`src/rtl/adc_spi_reader_pkg.sv`:
```
// Shared definitions for the ADC SPI frame: FSM states, frame length,
// field widths and bit offsets (also used by the converter-side SPI slave).
package adc_spi_reader_pkg;

    typedef enum logic [2:0] {
        IDLE,
        SETUP,
        SHIFT_LO,
        SHIFT_HI,
        HOLD,
        GAP
    } state_t;

    localparam int unsigned FRAME_LEN = 136;
    localparam int unsigned CNT_W     = 8;
    localparam int unsigned NPLC_W    = 10;
    localparam int unsigned CMD_W     = 16;

    localparam int unsigned PWM_W     = 32;
    localparam int unsigned RUNDOWN_W = 12;
    localparam int unsigned RES8_W    = 8;
    localparam int unsigned ERR_W     = 3;

    // LSB position of each field inside the received frame (bit 0 is pad)
    localparam int unsigned PWM_NB_LSB  = 104;
    localparam int unsigned PWM_PB_LSB  = 72;
    localparam int unsigned PWM_PA_LSB  = 40;
    localparam int unsigned RUNDOWN_LSB = 28;
    localparam int unsigned N64_LSB     = 20;
    localparam int unsigned P8_LSB      = 12;
    localparam int unsigned N1_LSB      = 4;
    localparam int unsigned ERR_LSB     = 1;

    typedef struct packed {
        logic [PWM_W-1:0]     pwm_nb;
        logic [PWM_W-1:0]     pwm_pb;
        logic [PWM_W-1:0]     pwm_pa;
        logic [RUNDOWN_W-1:0] rundown;
        logic [RES8_W-1:0]    n64;
        logic [RES8_W-1:0]    p8;
        logic [RES8_W-1:0]    n1;
        logic [ERR_W-1:0]     err;
    } result_t;

    // Command word placed at the head of the transmitted frame
    function automatic logic [CMD_W-1:0] make_cmd(input logic [NPLC_W-1:0] nplc);
        return CMD_W'(nplc);
    endfunction

endpackage

```
`src/rtl/spi_clk_div.sv`:
```
// Half-period tick generator: while enabled, tick pulses once every CLKDIV
// clk cycles; disabling restarts the count so each state gets a full period.
module spi_clk_div
    import adc_spi_reader_pkg::*;
#(
    parameter int unsigned CLKDIV = 4
) (
    input  logic clk,
    input  logic rst,
    input  logic en,
    output logic tick
);

    localparam logic [CNT_W-1:0] LAST = CNT_W'(CLKDIV - 1);

    logic [CNT_W-1:0] cnt_q;

    always_ff @(posedge clk) begin
        if (!rst || !en) begin
            cnt_q <= '0;
        end else if (cnt_q == LAST) begin
            cnt_q <= '0;
        end else begin
            cnt_q <= cnt_q + CNT_W'(1);
        end
    end

    assign tick = en && (cnt_q == LAST);

endmodule

```
`src/rtl/adc_spi_reader.sv`:
```
// SPI master that sends the integration command to the ADC converter and
// unpacks the returned runup/rundown frame into result registers.
module adc_spi_reader
    import adc_spi_reader_pkg::*;
#(
    parameter int unsigned CLKDIV     = 4,
    parameter int unsigned FRAME_BITS = FRAME_LEN
) (
    input  logic                 clk,
    input  logic                 rst,
    input  logic                 start,
    input  logic [NPLC_W-1:0]    nplc,
    output logic                 sck,
    output logic                 cs,
    output logic                 mosi,
    input  logic                 miso,
    output logic                 busy,
    output logic                 done,
    output logic [PWM_W-1:0]     pwm_nb,
    output logic [PWM_W-1:0]     pwm_pb,
    output logic [PWM_W-1:0]     pwm_pa,
    output logic [RUNDOWN_W-1:0] rundown,
    output logic [RES8_W-1:0]    n64,
    output logic [RES8_W-1:0]    p8,
    output logic [RES8_W-1:0]    n1,
    output logic [ERR_W-1:0]     err_code,
    output logic                 conv_err
);

    localparam logic [CNT_W-1:0] LAST_BIT = CNT_W'(FRAME_BITS);

    state_t                state_q, state_d;
    logic                  sck_q, sck_d;
    logic                  cs_q, cs_d;
    logic                  mosi_q, mosi_d;
    logic                  busy_q, busy_d;
    logic                  done_q, done_d;
    logic                  tail_q, tail_d;
    logic                  conv_err_q, conv_err_d;
    logic [FRAME_BITS-1:0] tx_q, tx_d;
    logic [FRAME_BITS-1:0] rx_q, rx_d;
    logic [CNT_W-1:0]      bitcnt_q, bitcnt_d;
    result_t               res_q, res_d;
    logic                  div_en;
    logic                  tick;

    assign div_en = (state_q != IDLE);

    spi_clk_div #(
        .CLKDIV(CLKDIV)
    ) u_clk_div (
        .clk (clk),
        .rst (rst),
        .en  (div_en),
        .tick(tick)
    );

    always_ff @(posedge clk) begin
        if (!rst) begin
            state_q    <= IDLE;
            sck_q      <= 1'b0;
            cs_q       <= 1'b1;
            mosi_q     <= 1'b0;
            busy_q     <= 1'b0;
            done_q     <= 1'b0;
            tail_q     <= 1'b0;
            conv_err_q <= 1'b0;
            tx_q       <= '0;
            rx_q       <= '0;
            bitcnt_q   <= '0;
            res_q      <= '0;
        end else begin
            state_q    <= state_d;
            sck_q      <= sck_d;
            cs_q       <= cs_d;
            mosi_q     <= mosi_d;
            busy_q     <= busy_d;
            done_q     <= done_d;
            tail_q     <= tail_d;
            conv_err_q <= conv_err_d;
            tx_q       <= tx_d;
            rx_q       <= rx_d;
            bitcnt_q   <= bitcnt_d;
            res_q      <= res_d;
        end
    end

    always_comb begin
        state_d    = state_q;
        sck_d      = sck_q;
        cs_d       = cs_q;
        mosi_d     = mosi_q;
        busy_d     = busy_q;
        done_d     = 1'b0;
        tail_d     = tail_q;
        conv_err_d = conv_err_q;
        tx_d       = tx_q;
        rx_d       = rx_q;
        bitcnt_d   = bitcnt_q;
        res_d      = res_q;

        case (state_q)
            IDLE: begin
                if (start) begin
                    state_d  = SETUP;
                    cs_d     = 1'b0;
                    busy_d   = 1'b1;
                    tx_d     = '0;
                    tx_d[FRAME_BITS-1 -: CMD_W] = make_cmd(nplc);
                    mosi_d   = tx_d[FRAME_BITS-1];
                    rx_d     = '0;
                    bitcnt_d = '0;
                    tail_d   = 1'b0;
                end
            end

            SETUP, SHIFT_LO: begin
                // miso is captured on the same edge that raises sck
                if (tick) begin
                    state_d  = SHIFT_HI;
                    sck_d    = 1'b1;
                    rx_d     = {rx_q[FRAME_BITS-2:0], miso};
                    bitcnt_d = bitcnt_q + CNT_W'(1);
                end
            end

            SHIFT_HI: begin
                if (tick) begin
                    sck_d = 1'b0;
                    if (bitcnt_q == LAST_BIT) begin
                        state_d = HOLD;
                        mosi_d  = 1'b0;
                    end else begin
                        state_d = SHIFT_LO;
                        tx_d    = {tx_q[FRAME_BITS-2:0], 1'b0};
                        mosi_d  = tx_q[FRAME_BITS-2];
                    end
                end
            end

            HOLD: begin
                // Two half-periods: the trailing sck-low half, then the hold itself
                if (tick) begin
                    if (!tail_q) begin
                        tail_d = 1'b1;
                    end else begin
                        state_d       = GAP;
                        cs_d          = 1'b1;
                        done_d        = 1'b1;
                        res_d.pwm_nb  = rx_q[PWM_NB_LSB +: PWM_W];
                        res_d.pwm_pb  = rx_q[PWM_PB_LSB +: PWM_W];
                        res_d.pwm_pa  = rx_q[PWM_PA_LSB +: PWM_W];
                        res_d.rundown = rx_q[RUNDOWN_LSB +: RUNDOWN_W];
                        res_d.n64     = rx_q[N64_LSB +: RES8_W];
                        res_d.p8      = rx_q[P8_LSB +: RES8_W];
                        res_d.n1      = rx_q[N1_LSB +: RES8_W];
                        res_d.err     = rx_q[ERR_LSB +: ERR_W];
                        conv_err_d    = (rx_q[ERR_LSB +: ERR_W] != '0);
                    end
                end
            end

            GAP: begin
                if (tick) begin
                    state_d = IDLE;
                    busy_d  = 1'b0;
                end
            end

            default: begin
                state_d = IDLE;
                sck_d   = 1'b0;
                cs_d    = 1'b1;
                mosi_d  = 1'b0;
                busy_d  = 1'b0;
            end
        endcase
    end

    assign sck      = sck_q;
    assign cs       = cs_q;
    assign mosi     = mosi_q;
    assign busy     = busy_q;
    assign done     = done_q;
    assign pwm_nb   = res_q.pwm_nb;
    assign pwm_pb   = res_q.pwm_pb;
    assign pwm_pa   = res_q.pwm_pa;
    assign rundown  = res_q.rundown;
    assign n64      = res_q.n64;
    assign p8       = res_q.p8;
    assign n1       = res_q.n1;
    assign err_code = res_q.err;
    assign conv_err = conv_err_q;

endmodule

```
`config.mk`:
```
export PLATFORM = sky130hd
export DESIGN_NAME = adc_spi_reader
export DESIGN_NICKNAME = d
export VERILOG_FILES = /design/src/rtl/adc_spi_reader_pkg.sv /design/src/rtl/spi_clk_div.sv /design/src/rtl/adc_spi_reader.sv
export SDC_FILE = /design/constraint.sdc
export NUM_CORES = 1
export LEC_CHECK = 0
export BUFFER_PORTS_ARGS = -buffer_cell sky130_fd_sc_hd__buf_2
export CAP_MARGIN = 20
export CORE_UTILIZATION = 50
export DETAILED_ROUTE_END_ITERATION = 8
export GPL_ROUTABILITY_DRIVEN = 0
export PLACE_DENSITY = 0.7
export SLEW_MARGIN = 20
export SYNTH_ARGS = -nofsm -noshare
export SYNTH_HDL_FRONTEND = slang
export SYNTH_SLANG_ARGS = --single-unit
```
`constraint.sdc`:
```
create_clock -name clk -period 5.3 [get_ports clk]
set_input_delay 0.53 -clock clk [delete_from_list [all_inputs] [get_ports clk]]
set_output_delay 0.53 -clock clk [all_outputs]
set_load 0.03 [all_outputs]
```
# Word level (Yosys, flattened, before mapping)
# Cells that the tools add are included.
# totals
ramBits	0
latch_bits	0
romBits	0
word_cells	98
register_bits	432
memories	0
out_inout_bits	141
in_bits	14
# op_classes
n_reduce_logical	26
div_mod_pow	0
mul	0
mux	32
bitwise	4
addsub	2
eq_ne	14
order_cmp	0
n_shift	0
# ops
op	count
$mux W135	3
$mux W136	2
$pmux W136 S2	1
$pmux W135 S2	1
$mux W3	7
$reduce_and A3 Y1	7
$add A8 B1 Y8 const B	2
$mux W8	2
$pmux W8 S2	1
$pmux W3 S5	1
$ne A2 B2 Y1 const B	7
$pmux W1 S3	4
$reduce_or A4 Y1	3
$mux W1	9
$eq A8 B2 Y1 const B	1
$eq A8 B8 Y1 const B	1
$reduce_and A4 Y1	2
$eq A3 B2 Y1 const B	2
$eq A3 B3 Y1 const B	2
$reduce_and A6 Y1	1
$reduce_bool A2 Y1	3
$reduce_bool A3 Y1	2
$not A1 Y1	4
$reduce_or A2 Y1	2
7 further kinds	8

# Longest topological paths before layout
# depth
ltp_word	4
ltp_mapped	8
ltp_nobuf	6

# Hierarchy
# A second synthesis with hierarchy kept.
# unflattened
hier_cells	1463
hier_area_um2	11902.7
# modules_own_cells
mod	n_inst	cells_each	area_each_um2	seq_area_each_um2
adc_spi_reader	1	1423	11547.3	6085.8
spi_clk_div	1	40	355.3	160.2

# Worst setup path after synthesis
# Ideal clock, no wire load.
# synth_path
path_kind	register to register
start	reg u_clk_div.cnt_q[0]
end	reg bitcnt_q[0]
n_path_buf	2
synth_period_minus_slack_ns	1.977
arrival_ns	1.849
t_required_ns	5.172
setup_slack_ns	3.323
setup_ns	0.128
stages_incl_launch_ff	8
cell_sequence	dfxtp_1 ha_1 or4b_4 nor4_2 buf_4 buf_6 xnor2_1 nor2_1
# synth_via
elab_chain_cells	4
# synth_rtl
item	line	source
from (decl)	spi_clk_div.sv:16	logic [CNT_W-1:0] cnt_q;
from (signal assigned)	spi_clk_div.sv:24	cnt_q <= cnt_q + CNT_W'(1);
$eq A8 B2 Y1	spi_clk_div.sv:28	assign tick = en && (cnt_q == LAST);
$logic_and A1 B1 Y1	spi_clk_div.sv:28	
$ne A2 B2 Y1 (no source line)	--	
$reduce_and A3 Y1 (no source line)	--	
to (signal assigned)	adc_spi_reader.sv:83	bitcnt_q <= bitcnt_d;
to (decl)	adc_spi_reader.sv:42	logic [CNT_W-1:0] bitcnt_q, bitcnt_d;
# No other way between the ends.
# A chain may end at the register's enable or synchronous reset.

# Worst setup path after layout
# layout_path
start	reg u_clk_div.cnt_q[0]
end	reg res_q, in the netlist pwm_pa[1]
# layout_via
elab_chain_cells	3
# layout_rtl
item	line	source
$eq A8 B2 Y1	spi_clk_div.sv:28	
$logic_and A1 B1 Y1	spi_clk_div.sv:28	
$reduce_and A3 Y1 (no source line)	--	
to (signal assigned)	adc_spi_reader.sv:84	res_q <= res_d;
to (decl)	adc_spi_reader.sv:43	result_t res_q, res_d;
# No other way between the ends.

==> results.yml <==
yosys:
  syn_area_um2: 12500
  synth_edf_count: 0
  synth_top_area_share_pct: 50.1
  ys_seq_area_share_pct: 50.1
  yosys.area.top_type: "dfxtp_1"
  synthDistinctLibCells: 53
  syn_area_per_cell_um2: 8.61
  ys_ff_latch: 312
  synthTopCellsByArea: "dfxtp_1, a21boi_0, nand2_1, nand3_1, o211ai_1"
  ys.flop_type: "dfxtp_1"
  ys_warn_count: 0
  syn_nets: 1465
  postSynth.asyncResetShare_pct: 0
  synthCells: 1448
worst_setup_path:
  worstSetupStartpointType: "flop"
  worstPathMaxFanout: 69
  cp.arrival_ns: 3.50
  endpoint_kind: "flop"
  crit_required_ns: 5.74
  worstSetupPathType: "flop to flop"
global_routing:
  grt_pass1_vias: 9530
  grt_use_total_pct: 21.4
  grt_pass1_wl_mm: 47.0
  grt_max_degree: 109
  antenna_found_initial: 1
  overflow: 0
placed_design:
  place_area_um2: 13300
  hpwlAfterDp_mm: 16.0
  dp.cells: 1803
  io_buffers: 154
cells_and_area:
  fin_nets: 1531
  syn_to_final_growth_pct: 14.6
  stdcell_area_um2: 14300
  antenna_cells: 0
  final_cells: 1861
  utilization_pct: 58.6
  drive_gt1_share_pct: 15.7
timing:
  drv_slew: 0
  fin_tns_setup_ns: 0
  fmax_mhz: 326
  fin_skew_ns: 0.0154
  worst_pin_slew_ns: 0.953
  rsz0062_at_grt: "false"
  finalHoldViolations: 0
  relSlewSlack_pct: 36.5
  min_period_ns: 3.06
  fin_crit_sh_pct: 57.8
  setup_violations: 0
route:
  vias_per_cell: 5.59
  dr.first_iter.drc_count: 783
  dr.pass1.iters: 5
  num_vias: 10400
  wl_per_cell_um: 15.1
  drc_errors: 0
  antenna_left: 0
  finalWirelength_mm: 28.1
power:
  powerDensity_nw_per_um2: 370
  ir_drop_v: 0.000253
  leakage_nw: 5.03
flow_run:
  max_cap_viol_count: 0
die:
  ios: 155
  die-area_um2: 25600
  coreArea_um2: 24400
  die_w_um: 160
  floorplan.rows: 57
  die_h_um: 160
  initial_core_util_pct: 51.1
clock_tree:
  holdBufCountCts: 0
  clk_pin_slew_ns: 0.06
  cts_tree: "yes"
  post_cts_resized: 0
  post-cts-setup-buffer-count: 0
  cts-root-buf: "clkbuf_16"
  clockBufferDepth: 3
  htreeDepth: 1
  clk_latency_ns: 0.56
  clock-sinks: 312
  cts_buffers: 31
hold_path:
  hold_path.class: "input pin to flop"
status:
  status: "complete, no violations"
## per-layer routing
layer,wire [um],GRT usage [%],vias up
li1,-,-,5156
met1,13500,30.1,4946
met2,12700,34.5,257
met3,1380,3.01,45
met4,502,5.54,2
met5,13,0,-
## path summary, 6_finish.rpt
path,startpoint,end,slack [ns],depth (start not counted)
max,u_clk_div.cnt_q[0],pwm_pa[1],2.24,6
min reg2reg,pwm_nb[26],pwm_nb[26],0.45,2
max reg2reg,u_clk_div.cnt_q[0],pwm_pa[1],2.24,6
min,nplc[0],tx_q[120],0.25,3
## kinds of logic (layout without fill, tap and decap cells)
family / Yosys count / count (layout) / share of synthesized area, %
AND/OR/NAND/NOR: 509 / 509 / 18.0
buffers and inverters: 144 / 233 / 4.86
multiplexers: 30 / 30 / 2.51
flip-flops: 312 / 312 / 50.1
adder cells (fa/ha/maj): 3 / 3 / 0.301
AO/OA/AOI/OAI: 441 / 441 / 23.6
XOR/XNOR: 9 / 9 / 0.632
## cell usage after synthesis, types with 2 or more instances
cell,instances
nand2b_1,6
mux2i_1,20
mux2_2,10
a21boi_0,178
a21oi_1,76
o21ai_0,3
nand2_1,307
xnor2_1,3
buf_2,22
buf_4,8
clkbuf_1,86
and3_1,4
a211oi_1,2
nand3b_1,2
xor2_1,6
a31oi_1,3
o211ai_1,71
nand3_1,153
nor3_1,3
dfxtp_1,312
nor2_1,14
ha_1,3
a21boi_1,28
o21ai_1,72
buf_1,21
inv_1,6
and2_1,3
## registers in the layout, indices dropped and copies added, names as in the netlist, 3 cells and up
register,cells
pwm_pa,32
tx_q,15
pwm_pb,32
rundown,12
n1,8
rx_q,136
state_q,3
u_clk_div.cnt_q,8
n64,8
bitcnt_q,8
pwm_nb,32
err_code,3
p8,8
## layout make-up
type	instances	area, um^2
multi-input cells	992	5660
well taps	324	405
flip-flops and latches	312	6250
inverters	6	22.5
clock buffers	46	892
clock inverters	10	106
fillers	2271	10100
repair buffers	171	953
## per-stage QoR
stage	hold slack (ns)	setup WS (ns)	total power, mW
6_report	0.250	2.24	5.28
3_3_place_gp	0.439	2.37	3.14
4_1_cts	0.233	2.25	5.31
2_1_floorplan	0.431	3.32	3.00
5_1_grt	0.250	1.95	5.48
3_5_place_dp	0.445	2.26	3.17
## where the power goes
part,leakage (nW),internal (mW),total [mW],switching (mW)
clock,0.492,1.25,2.15,0.891
sequential,2.51,2.39,2.44,0.0437
combinational,2.02,0.180,0.703,0.522
total,5.03,3.83,5.28,1.46
## critical path, cell delays in order, from the launching register on
cell	delay [ns]
dfxtp_1	0.39
ha_1	0.27
nor4b_4	0.57
nand3_4	0.79
buf_4	0.64
nand2_1	0.15
a21boi_0	0.10
## cell usage in the layout, fill, tap and decap left out, types with 3 or more instances in the layout
cell	instances
clkinv_2	6
and3_1	3
nor2_1	13
nand2b_1	6
inv_1	6
xor2_1	6
clkbuf_1	9
o21ai_0	3
mux2_2	10
mux2i_1	20
a31oi_1	3
o21ai_1	72
buf_2	153
clkbuf_8	6
nand2_1	306
a21oi_1	76
a21boi_1	28
nor3_1	3
o211ai_1	71
ha_1	3
buf_4	13
dfxtp_1	312
a21boi_0	178
xnor2_1	3
nand3_1	152
clkbuf_16	31
(Power assumes the default switching activity.)
